==> src/rtl/timer_multi.sv <==
// Multi-channel down-counting timer peripheral for the PICO16a 16-bit bus.
// Optional macro TIMER_CASCADE_EN: channel k>0 may tick from channel k-1's expiry.
module timer_multi #(
    parameter int N_CH    = 2,
    parameter int CNT_W   = 32,
    parameter int PRESC_W = 8,
    parameter int ADRS_W  = 6
) (
    input  logic              cpu_clk,
    input  logic              rst,
    input  logic              cs,
    input  logic              we,
    input  logic [ADRS_W-1:0] adrs,
    input  logic [15:0]       from_cpu,
    output logic [15:0]       to_cpu,
    output logic              int_req
);
    localparam int CH_W = ADRS_W - 3;

    typedef enum logic {IDLE = 1'b0, RUN = 1'b1} state_t;

    logic [CH_W-1:0] ch_idx;
    logic [2:0]      reg_idx;
    logic            bus_wr;
    logic [15:0]     rd_word [N_CH];
    logic [N_CH-1:0] irq_vec;
    logic [15:0]     rdata;

    assign ch_idx  = adrs[ADRS_W-1:3];
    assign reg_idx = adrs[2:0];
    assign bus_wr  = cs & we;

    for (genvar k = 0; k < N_CH; k++) begin : g_ch
        state_t             state, state_nxt;
        logic [CNT_W-1:0]   reload, counter, capture;
        logic [PRESC_W-1:0] presc, pcnt;
        logic               auto_rl, ie, pend, cascade;
        logic               sel, wr_reload_hi, wr_reload_lo, wr_ctrl, wr_int, wr_presc;
        logic               load, cap_strobe, own_tick, tick, expire;
        logic [31:0]        cap_ext;
        logic [15:0]        presc_ext, rd;

        assign sel          = bus_wr & (ch_idx == CH_W'(k));
        assign wr_reload_hi = sel & (reg_idx == 3'd0);
        assign wr_reload_lo = sel & (reg_idx == 3'd1);
        assign wr_ctrl      = sel & (reg_idx == 3'd2);
        assign wr_int       = sel & (reg_idx == 3'd4);
        assign wr_presc     = sel & (reg_idx == 3'd5);
        assign load         = wr_ctrl & from_cpu[2];
        assign cap_strobe   = wr_ctrl & from_cpu[3];
        assign own_tick     = (pcnt == presc);

`ifdef TIMER_CASCADE_EN
        logic casc_tick;
        if (k > 0) begin : g_casc
            assign casc_tick = g_ch[k-1].expire;
        end else begin : g_casc0
            assign casc_tick = 1'b0;
        end

        always_ff @(posedge cpu_clk or negedge rst) begin
            if (!rst)
                cascade <= 1'b0;
            else if (wr_ctrl)
                cascade <= (k > 0) && from_cpu[5];
        end

        assign tick = (state == RUN) & (cascade ? casc_tick : own_tick);
`else
        assign cascade = 1'b0;
        assign tick    = (state == RUN) & own_tick;
`endif

        // Load beats a same-edge tick, so a loaded counter never expires on that edge.
        assign expire = tick & ~load & (counter <= CNT_W'(1));

        always_ff @(posedge cpu_clk or negedge rst) begin
            if (!rst)
                state <= IDLE;
            else
                state <= state_nxt;
        end

        always_comb begin
            state_nxt = state;
            if (wr_ctrl)
                state_nxt = from_cpu[0] ? RUN : IDLE;
            else if (expire && !auto_rl)
                state_nxt = IDLE;
        end

        always_ff @(posedge cpu_clk or negedge rst) begin
            if (!rst) begin
                reload  <= '0;
                counter <= '0;
                capture <= '0;
                presc   <= '0;
                pcnt    <= '0;
                auto_rl <= 1'b0;
                ie      <= 1'b0;
                pend    <= 1'b0;
            end else begin
                if (wr_reload_hi) reload[CNT_W-1:16] <= from_cpu[CNT_W-17:0];
                if (wr_reload_lo) reload[15:0] <= from_cpu;
                if (wr_ctrl) begin
                    auto_rl <= from_cpu[1];
                    ie      <= from_cpu[4];
                end
                if (wr_presc) presc <= from_cpu[PRESC_W-1:0];
                if (cap_strobe) capture <= counter;

                if (load || state == IDLE || cascade || own_tick)
                    pcnt <= '0;
                else
                    pcnt <= pcnt + PRESC_W'(1);

                if (load)
                    counter <= reload;
                else if (expire)
                    counter <= auto_rl ? reload : '0;
                else if (tick)
                    counter <= counter - CNT_W'(1);

                // A clear that coincides with an expiry loses to the new event.
                if (expire)
                    pend <= 1'b1;
                else if (wr_int && from_cpu[0])
                    pend <= 1'b0;
            end
        end

        always_comb begin
            cap_ext = '0;
            cap_ext[CNT_W-1:0] = capture;
            presc_ext = '0;
            presc_ext[PRESC_W-1:0] = presc;
            rd = '0;
            case (reg_idx)
                3'd0:    rd = cap_ext[31:16];
                3'd1:    rd = cap_ext[15:0];
                3'd2:    rd = {10'b0, cascade, ie, 2'b00, auto_rl, state == RUN};
                3'd3:    rd = {13'b0, pend, counter == '0, state == RUN};
                3'd4:    rd = {15'b0, pend};
                3'd5:    rd = presc_ext;
                default: rd = '0;
            endcase
        end

        assign rd_word[k] = rd;
        assign irq_vec[k] = pend & ie;
    end

    // Channel indices past N_CH match no channel and therefore read 0.
    always_comb begin
        rdata = '0;
        for (int i = 0; i < N_CH; i++)
            if (ch_idx == CH_W'(i))
                rdata = rd_word[i];
    end

    always_ff @(posedge cpu_clk or negedge rst) begin
        if (!rst)
            to_cpu <= '0;
        else
            to_cpu <= rdata;
    end

    assign int_req = |irq_vec;

endmodule

==> config.mk <==
export PLATFORM = sky130hd
export DESIGN_NAME = timer_multi
export DESIGN_NICKNAME = d
export VERILOG_FILES = /design/src/rtl/timer_multi.sv
export SDC_FILE = /design/constraint.sdc
export NUM_CORES = 1
export LEC_CHECK = 0
export CAP_MARGIN = 20
export CORE_UTILIZATION = 30
export DETAILED_ROUTE_END_ITERATION = 6
export HOLD_SLACK_MARGIN = 0.05
export PLACE_DENSITY = 0.48
export SYNTH_ARGS = -nofsm -noshare
export SYNTH_HDL_FRONTEND = slang
export SYNTH_SLANG_ARGS = --single-unit
export TNS_END_PERCENT = 5
==> constraint.sdc <==
create_clock -name cpu_clk -period 7.3 [get_ports cpu_clk]
set_input_delay 1.46 -clock cpu_clk [delete_from_list [all_inputs] [get_ports cpu_clk]]
set_output_delay 1.46 -clock cpu_clk [all_outputs]
set_load 0.02 [all_outputs]
## Word-level counts from Yosys, hierarchy flattened

Cells that the tools add are included.

- Register bits after elaboration: 248
- Bits in latches: 0
- RAM bits: 0
- Memory bits (read-only): 0
- Input bits: 26
- Output and inout bits: 17
- Word-level logic and storage cells: 108
- Memories kept: 0

- Add/subtract/negate cells: 4
- Multipliers: 0
- Div/mod/pow operators: 0
- Magnitude comparators: 2
- Equal/unequal tests: 8
- Shifts and indexed selects: 0
- Muxes and demuxes: 23
- Bitwise operators: 29
- Reductions and logical operators: 21

Operators with widths:

| kind | number |
|---|---|
| 32-bit 2-to-1 mux | 8 |
| 16-bit case mux with 6 select lines | 2 |
| 32-bit by 1-bit <= comparator with 1-bit output (second input constant) | 2 |
| 32-bit logical NOT | 2 |
| 32-bit by 1-bit subtractor with 32-bit output (second input constant) | 2 |
| 16-bit 2-to-1 mux | 2 |
| 1-bit bitwise AND | 25 |
| 8-bit by 1-bit adder with 8-bit output (second input constant) | 2 |
| 8-bit == test | 2 |
| 8-bit 2-to-1 mux | 2 |
| 1-bit 2-to-1 mux | 9 |
| 2-bit nonzero test | 4 |
| 3-bit by 1-bit == test with 1-bit output (second input constant) | 2 |
| 3-bit by 2-bit == test with 1-bit output (second input constant) | 2 |
| 3-bit == test (second input constant) | 2 |
| 3-bit logical NOT | 2 |
| 3-bit nonzero test | 2 |
| 1-bit logical AND | 4 |
| 1-bit logical OR | 4 |
| 1-bit NOT | 4 |
| 1-bit logical NOT | 2 |
| 2-bit OR reduction | 1 |

## Logic depth before layout (Yosys ltp)

Gate-level depths: netlist (run 1).

- Depth in word-level cells: 10
- Mapped depth: 9
- Depth with buffers taken out: 8

## Least setup slack after synthesis (run 1)

Ideal clock, no wire load.

- Kind: input to register
- From: input port adrs[1]
- To: register g_ch[0].reload[10]
- Library setup time: 125 ps
- Data arrival time: 3439 ps
- Required time: 7175 ps
- Setup slack: 3737 ps
- Cell stages on the path: 6
- Path buffers: 3
- Cell sequence: clkbuf_1 > nor3b_1 > and3b_1 > clkbuf_1 > buf_1 > mux2_2

- Longest elaborated chain between the ends: 2

RTL lines:

| what | RTL line | RTL |
|---|---|---|
| from (decl) | 13 | `input logic [ADRS_W-1:0] adrs,` |
| 3-bit by 1-bit == test with 1-bit output | 45 | `assign wr_reload_lo = sel & (reg_idx == 3'd1);` |
| 1-bit bitwise AND | 45 |  |
| to (signal, indexed assignment) | 103 | `if (wr_reload_hi) reload[CNT_W-1:16] <= from_cpu[CNT_W-17:0];` |
| to (signal assigned) | 104 | `if (wr_reload_lo) reload[15:0] <= from_cpu;` |
| to (decl) | 35 | `logic [CNT_W-1:0] reload, counter, capture;` |

No other way between the ends.
A chain may end at the register's enable or synchronous reset.

## Final worst setup path (run 1)

- From: input port adrs[0]
- To: register g_ch[0].counter[29]

- Longest elaborated chain between the ends: 8
- Elaborated cells between the ends (all ways): 9
- Those cells by class: eq/ne (1); mux (2); bitwise (5); reduce/logical (1)

RTL lines:

| what | RTL line | RTL |
|---|---|---|
| 3-bit by 2-bit == test with 1-bit output * | 46 | `assign wr_ctrl = sel & (reg_idx == 3'd2);` |
| 1-bit bitwise AND * | 46 |  |
| 1-bit bitwise AND * | 49 | `assign load = wr_ctrl & from_cpu[2];` |
| 1-bit NOT | 75 | `assign expire = tick & ~load & (counter <= CNT_W'(1));` |
| 1-bit bitwise AND (2 in a row) | 75 |  |
| 32-bit 2-to-1 mux | 119 | `else if (expire)` |
| 32-bit 2-to-1 mux | 117 | `if (load)` |
| to (signal assigned) | 118 | `counter <= reload;` |
| to (signal assigned) | 120 | `counter <= auto_rl ? reload : '0;` |
| to (signal assigned) | 122 | `counter <= counter - CNT_W'(1);` |
| to (decl) | 35 |  |

Mark *: on every way between the ends. The rest lies on a longest branch, timed or not.

==> results.toml, run 1 <==
[clock_tree]
ctsHoldBuffers = 0
clock_latency_ns = 0.56
clockBufferDepth = 3
numCtsBuffers = 30
cts_tree = "built"
clk_pin_slew_ns = 0.06
htreeDepth = 1
cts_root_buffer = "clkbuf_16"
cts.sinks = 248
post_cts_buffers = 0
cts-resized-gates = 0

[logic_synthesis]
synthTopCellsByCount = "dfrtp_1, mux2_2, nand2_1"
yosysSeqAreaShare_pct = 50.6
yosysMostFrequentCell = "dfrtp_1"
syn_nets = 1162
synthArstFlopShare_pct = 100
synthTopCellsByArea = "dfrtp_1, mux2_2, nand2_1"
synthCells = 1129
ys_ff_latch = 248
netlist.area_leader.share_pct = 50.6
synth-edff-count = 0
syn_area_per_cell_sq_um = 10.9
synthesis.area_sq_um = 12300
synth_top_cell_by_area = "dfrtp_1"
ys.flop_type = "dfrtp_1"
synth.distinct_cells = 67
synth_warnings = 0

[cells_and_area]
area_delta_synth_final_pct = 16.8
fillCellCount = 4028
diodes = 0
nets = 1190
seqCellArea_sq_um = 6210
drive_gt1_share_pct = 21.3
multi_input_area_sq_um = 5790

[timing]
post-route-period-util_pct = 60.9
tightest_slew_ns = 1.04
setup_tns_ns = 0
fmax_ghz = 0.225
slew_viol_final = 0
final.min_clock_period_ns = 4.45
rsz0062_at_grt = "no"
skew_ns = 0.0164
max-slew-margin-rel_pct = 30.4
final_hold_viol_count = 0
setup_viol = 0

[setup_path]
cpMostUsedCell = "nand2_1"
crit_path_max_incr_delay_ns = 0.92
required_ns = 7.74
critPathKind = "in2reg"
crit_fanout = 25
critPathSlowestCell = "nor3b_1"
cp_data_arrival_time_ns = 4.89
startpoint_type = "primary input"
r2r_cells = 8
end_kind = "flop"
path_cells = "clkdlybuf4s50_1 > nor3b_1 > nand2_1 > or2_2 > nand2_1 > a21oi_1 > a221o_1"

[status]
outcome = "finished, final reports clean"

[flow_run]
drv_cap = 0

[global_routing]
track_usage_pct = 18.4
grt_pass1_wl_microns = 58600
antenna_found_initial = 0
grt_overflow = 0
grt_max_degree = 146
grt_pass1_vias = 9228

[hold_path]
hold-path-cell-count = 2
hold_class = "reg2reg"

[die]
rows = 73
core_sq_um = 40000
die_w_microns = 204
die_y_microns = 204
dieArea_sq_um = 41700
io_pins = 43
start_util_pct = 30.7

[detailed_routing]
drtIter0Drc = 754
drt-vias-per-instance = 5.38
drcViolationCount = 0
routed_wl_microns = 37300
vias = 9173
dr.pass1.iters = 5
wl_per_cell_microns = 21.9
antenna_left = 0

[pwr]
leakagePower_nw = 6.42
finalPower_mw = 4.25
power_density_nw_per_um2 = 297
ir_worst_vdd_mv = 0.161

[place]
gp_congestion = 0.834
portBuffers = 42
dp_hpwl_microns = 25400
[worst max-delay path, delay by kind of cell]
kind            cells  cell delay, ns
compound gates      2            0.35
simple gates        4            2.22
buf+inv             1            0.85
[layer usage]
metal,GRT usage (%),routed length (microns)
met5,0,0
met1,27.5,18200
met2,27.4,16200
met4,5.12,1000
met3,2.49,1870
[power breakdown]
part           switching [mW]  internal [mW]  total, mW
Sequential              0.260           1.54       1.80
Combinational           0.537          0.351      0.888
Clock                   0.606          0.961       1.57
Total                    1.40           2.85       4.25
[per-stage QoR]
stage | std cells | cell area, sq um | util [%] | hold WS (ns) | worst slack, ns
2_1_floorplan | 1129 | 12300 | - | 0.440 | 3.74
3_3_place_gp | 1649 | 13300 | 33.2 | 0.458 | 2.39
3_5_place_dp | 1650 | 13300 | 33.2 | 0.460 | 2.32
4_1_cts | 1705 | 14300 | 35.8 | 0.475 | 2.91
5_1_grt | 1705 | 14300 | 35.8 | 0.515 | 2.60
6_report | 1705 | 14300 | 35.8 | 0.469 | 2.85
[final cells by class]
class | instances | area share (%)
flip-flops and latches | 248 | 43.3
multi-input cells | 803 | 40.4
clock buffers | 42 | 6.26
well taps | 525 | 4.58
repair buffers | 61 | 4.05
clock inverters | 13 | 1.11
inverters | 13 | 0.340
[layout by cell type (no fill, tap or decap), drive strengths merged, types with 8 or more instances in the layout]
master	count
a211oi	8
a21oi	31
a221o	10
a22o	10
a22oi	37
and3	25
buf	20
clkbuf	42
clkdlybuf4s50	41
dfrtp	248
inv	14
mux2	154
nand2	91
nand3	38
nor2	78
nor3	27
nor4	32
o211ai	9
o21ai	53
o22ai	14
o31ai	17
or3	15
or4	15
xnor2	23
xor2	37
[flip-flops by register name, indices dropped and copies added, names as in the netlist]
signal,count
g_ch.auto_rl,2
g_ch.cap_ext,64
g_ch.counter,64
g_ch.ie,2
g_ch.pcnt,16
g_ch.pend,2
g_ch.presc,16
g_ch.reload,64
g_ch.state,2
to_cpu,16
[cell families after synthesis]
family / after synthesis / synth area share (%)
compound gates: 231 / 13.0
xor+xnor: 60 / 4.28
fa+ha+maj: 7 / 0.713
buf+inv: 78 / 2.51
flops: 248 / 50.6
mux: 156 / 14.5
simple gates: 349 / 14.5
[final timing paths]
kind | startpoint | to | slack [ns]
worst min register to register | g_ch[1].reload[31] | g_ch[1].counter[31] | 0.47
max in group asynchronous | rst | g_ch[0].cap_ext[7] | 5.06
min in group asynchronous | rst | g_ch[1].reload[9] | 0.93
worst min-delay path | g_ch[1].reload[31] | g_ch[1].counter[31] | 0.47
worst max register to register | g_ch[1].counter[2] | g_ch[1].counter[6] | 3.99
worst max-delay path | adrs[0] | g_ch[0].counter[29] | 2.85
Power figures use the tool's default switching activity.
==> run 2, diff against run 1 <==
==> constraint.sdc (replaced) <==
create_clock -name cpu_clk -period 4.5 [get_ports cpu_clk]
set_input_delay 0.9 -clock cpu_clk [delete_from_list [all_inputs] [get_ports cpu_clk]]
set_output_delay 0.9 -clock cpu_clk [all_outputs]
set_load 0.02 [all_outputs]
==> results.toml, run 2 (synthesis gave the netlist of run 1 again) <==
[status]
outcome = "finished, final reports clean"

[place]
gp_congestion = 0.844
dp_hpwl_microns = 25800
portBuffers = 42
pre_cts_slack_ns = 0.868

[timing]
timing.final.ws_setup_ns = 1.30
setup_viol = 0
fmax_ghz = 0.312
final.min_clock_period_ns = 3.20
tightest_slew_ns = 0.971
final_hold_viol_count = 0
slew_viol_final = 0
max-slew-margin-rel_pct = 35.1
setup_tns_ns = 0
post-route-period-util_pct = 71.2
rsz0062_at_grt = "no"
skew_ns = 0.00758

[setup_path]
crit_fanout = 13
critPathKind = "reg2reg"
startpoint_type = "flop"
critPathSlowestCell = "nor4_4"
path_cells = "nor4_2 > nand4b_1 > nor4_4 > buf_4 > and3_1 > o21ai_0 > a21bo_1"
end_kind = "flop"
required_ns = 4.99
r2r_cells = 7
crit_path_max_incr_delay_ns = 0.66
cp_data_arrival_time_ns = 3.70

[clock_tree]
clk_pin_slew_ns = 0.06
clock_latency_ns = 0.56
cts_root_buffer = "clkbuf_16"
ctsHoldBuffers = 0
cts_tree = "built"
post_cts_buffers = 0
numCtsBuffers = 29
cts.sinks = 248
htreeDepth = 1
clockBufferDepth = 3
cts-resized-gates = 0

[die]
rows = 73
core_sq_um = 40000
die_w_microns = 204
dieArea_sq_um = 41700
io_pins = 43
die_y_microns = 204
start_util_pct = 30.7

[pwr]
leakagePower_nw = 6.45
ir_worst_vdd_mv = 0.228
power_density_nw_per_um2 = 476

[cells_and_area]
drive_gt1_share_pct = 21.5
area_delta_synth_final_pct = 17.0
fillCellCount = 4024
nets = 1197
final_common_cell = "dfrtp_1"
final_cell_mix = "dfrtp_1, mux2_2, nand2_1, nor2_1, clkdlybuf4s50_1"
diodes = 0

[detailed_routing]
wl_per_cell_microns = 21.8
dr.pass1.iters = 5
routed_wl_microns = 37400
vias = 9220
drt-vias-per-instance = 5.39
drtIter0Drc = 657
antenna_left = 0
drcViolationCount = 0

[global_routing]
grt_overflow = 0
grt_pass1_wl_microns = 58800
grt_max_degree = 99
grt_pass1_vias = 9314
antenna_found_initial = 0
track_usage_pct = 18.3

[hold_path]
hold_class = "in2async"

[flow_run]
drv_cap = 0
run 2: cell count changes in the layout (fill, tap and decap cells not counted), sizes merged:
| cell | change |
|---|---|
| buf | +8 |
| clkinvlp | -2 |
| bufinv | +1 |
run 2: layout make-up:
class / count / area, sq um / area share [%]
Clock buffer: 42 / 845 / 5.88
Clock inverter: 12 / 170 / 1.18
Inverter: 13 / 48.8 / 0.340
Multi-Input combinational cell: 803 / 5790 / 40.3
Sequential cell: 248 / 6210 / 43.2
Tap cell: 525 / 657 / 4.57
Timing Repair Buffer: 69 / 653 / 4.55
run 2: path summary, 6_finish.rpt:
check | slack (ns) | startpoint | endpoint
max in group asynchronous | 3.25 | rst | to_cpu[6]
setup reg to reg | 1.30 | g_ch[1].counter[2] | g_ch[1].counter[16]
hold / removal | 0.31 | rst | g_ch[1].cap_ext[15]
setup / recovery | 1.30 | g_ch[1].counter[2] | g_ch[1].counter[16]
hold reg to reg | 0.47 | g_ch[0].reload[28] | g_ch[0].counter[28]
min in group cpu_clk | 0.47 | g_ch[0].reload[28] | g_ch[0].counter[28]
run 2: layer usage:
| metal | vias up | wire length, microns | track usage (%) |
|---|---|---|---|
| met3 | 43 | 1680 | 2.25 |
| met2 | 216 | 16700 | 28.6 |
| li1 | 4255 | - | - |
| met5 | - | 0 | 0 |
| met4 | 0 | 690 | 4.10 |
| met1 | 4706 | 18300 | 26.9 |
run 2: where the power goes:
part / leakage (nW) / internal [mW] / switching, mW / total [mW]
clock network: 0.500 / 1.53 / 0.959 / 2.49
registers: 3.32 / 2.50 / 0.417 / 2.91
logic: 2.63 / 0.573 / 0.865 / 1.44
run 2: worst max-delay path: cells and delay by family (launching register included):
| family | cells | cell delay (ns) |
|---|---|---|
| simple gates | 4 | 2.02 |
| flops | 1 | 0.49 |
| compound gates | 2 | 0.32 |
| buf+inv | 1 | 0.30 |
run 2: through the flow:
step | total power [mW] | util (%) | cells | hold WS, ns | instance area, sq um
4_1_cts | 6.91 | 35.9 | 1712 | 0.329 | 14400
3_3_place_gp | 4.36 | 33.4 | 1658 | 0.458 | 13400
3_5_place_dp | 4.39 | 33.4 | 1658 | 0.455 | 13400
6_report | 6.84 | 35.9 | 1712 | 0.313 | 14400
2_1_floorplan | 3.81 | - | 1129 | 0.440 | 12300
5_1_grt | 7.21 | 35.9 | 1712 | 0.351 | 14400
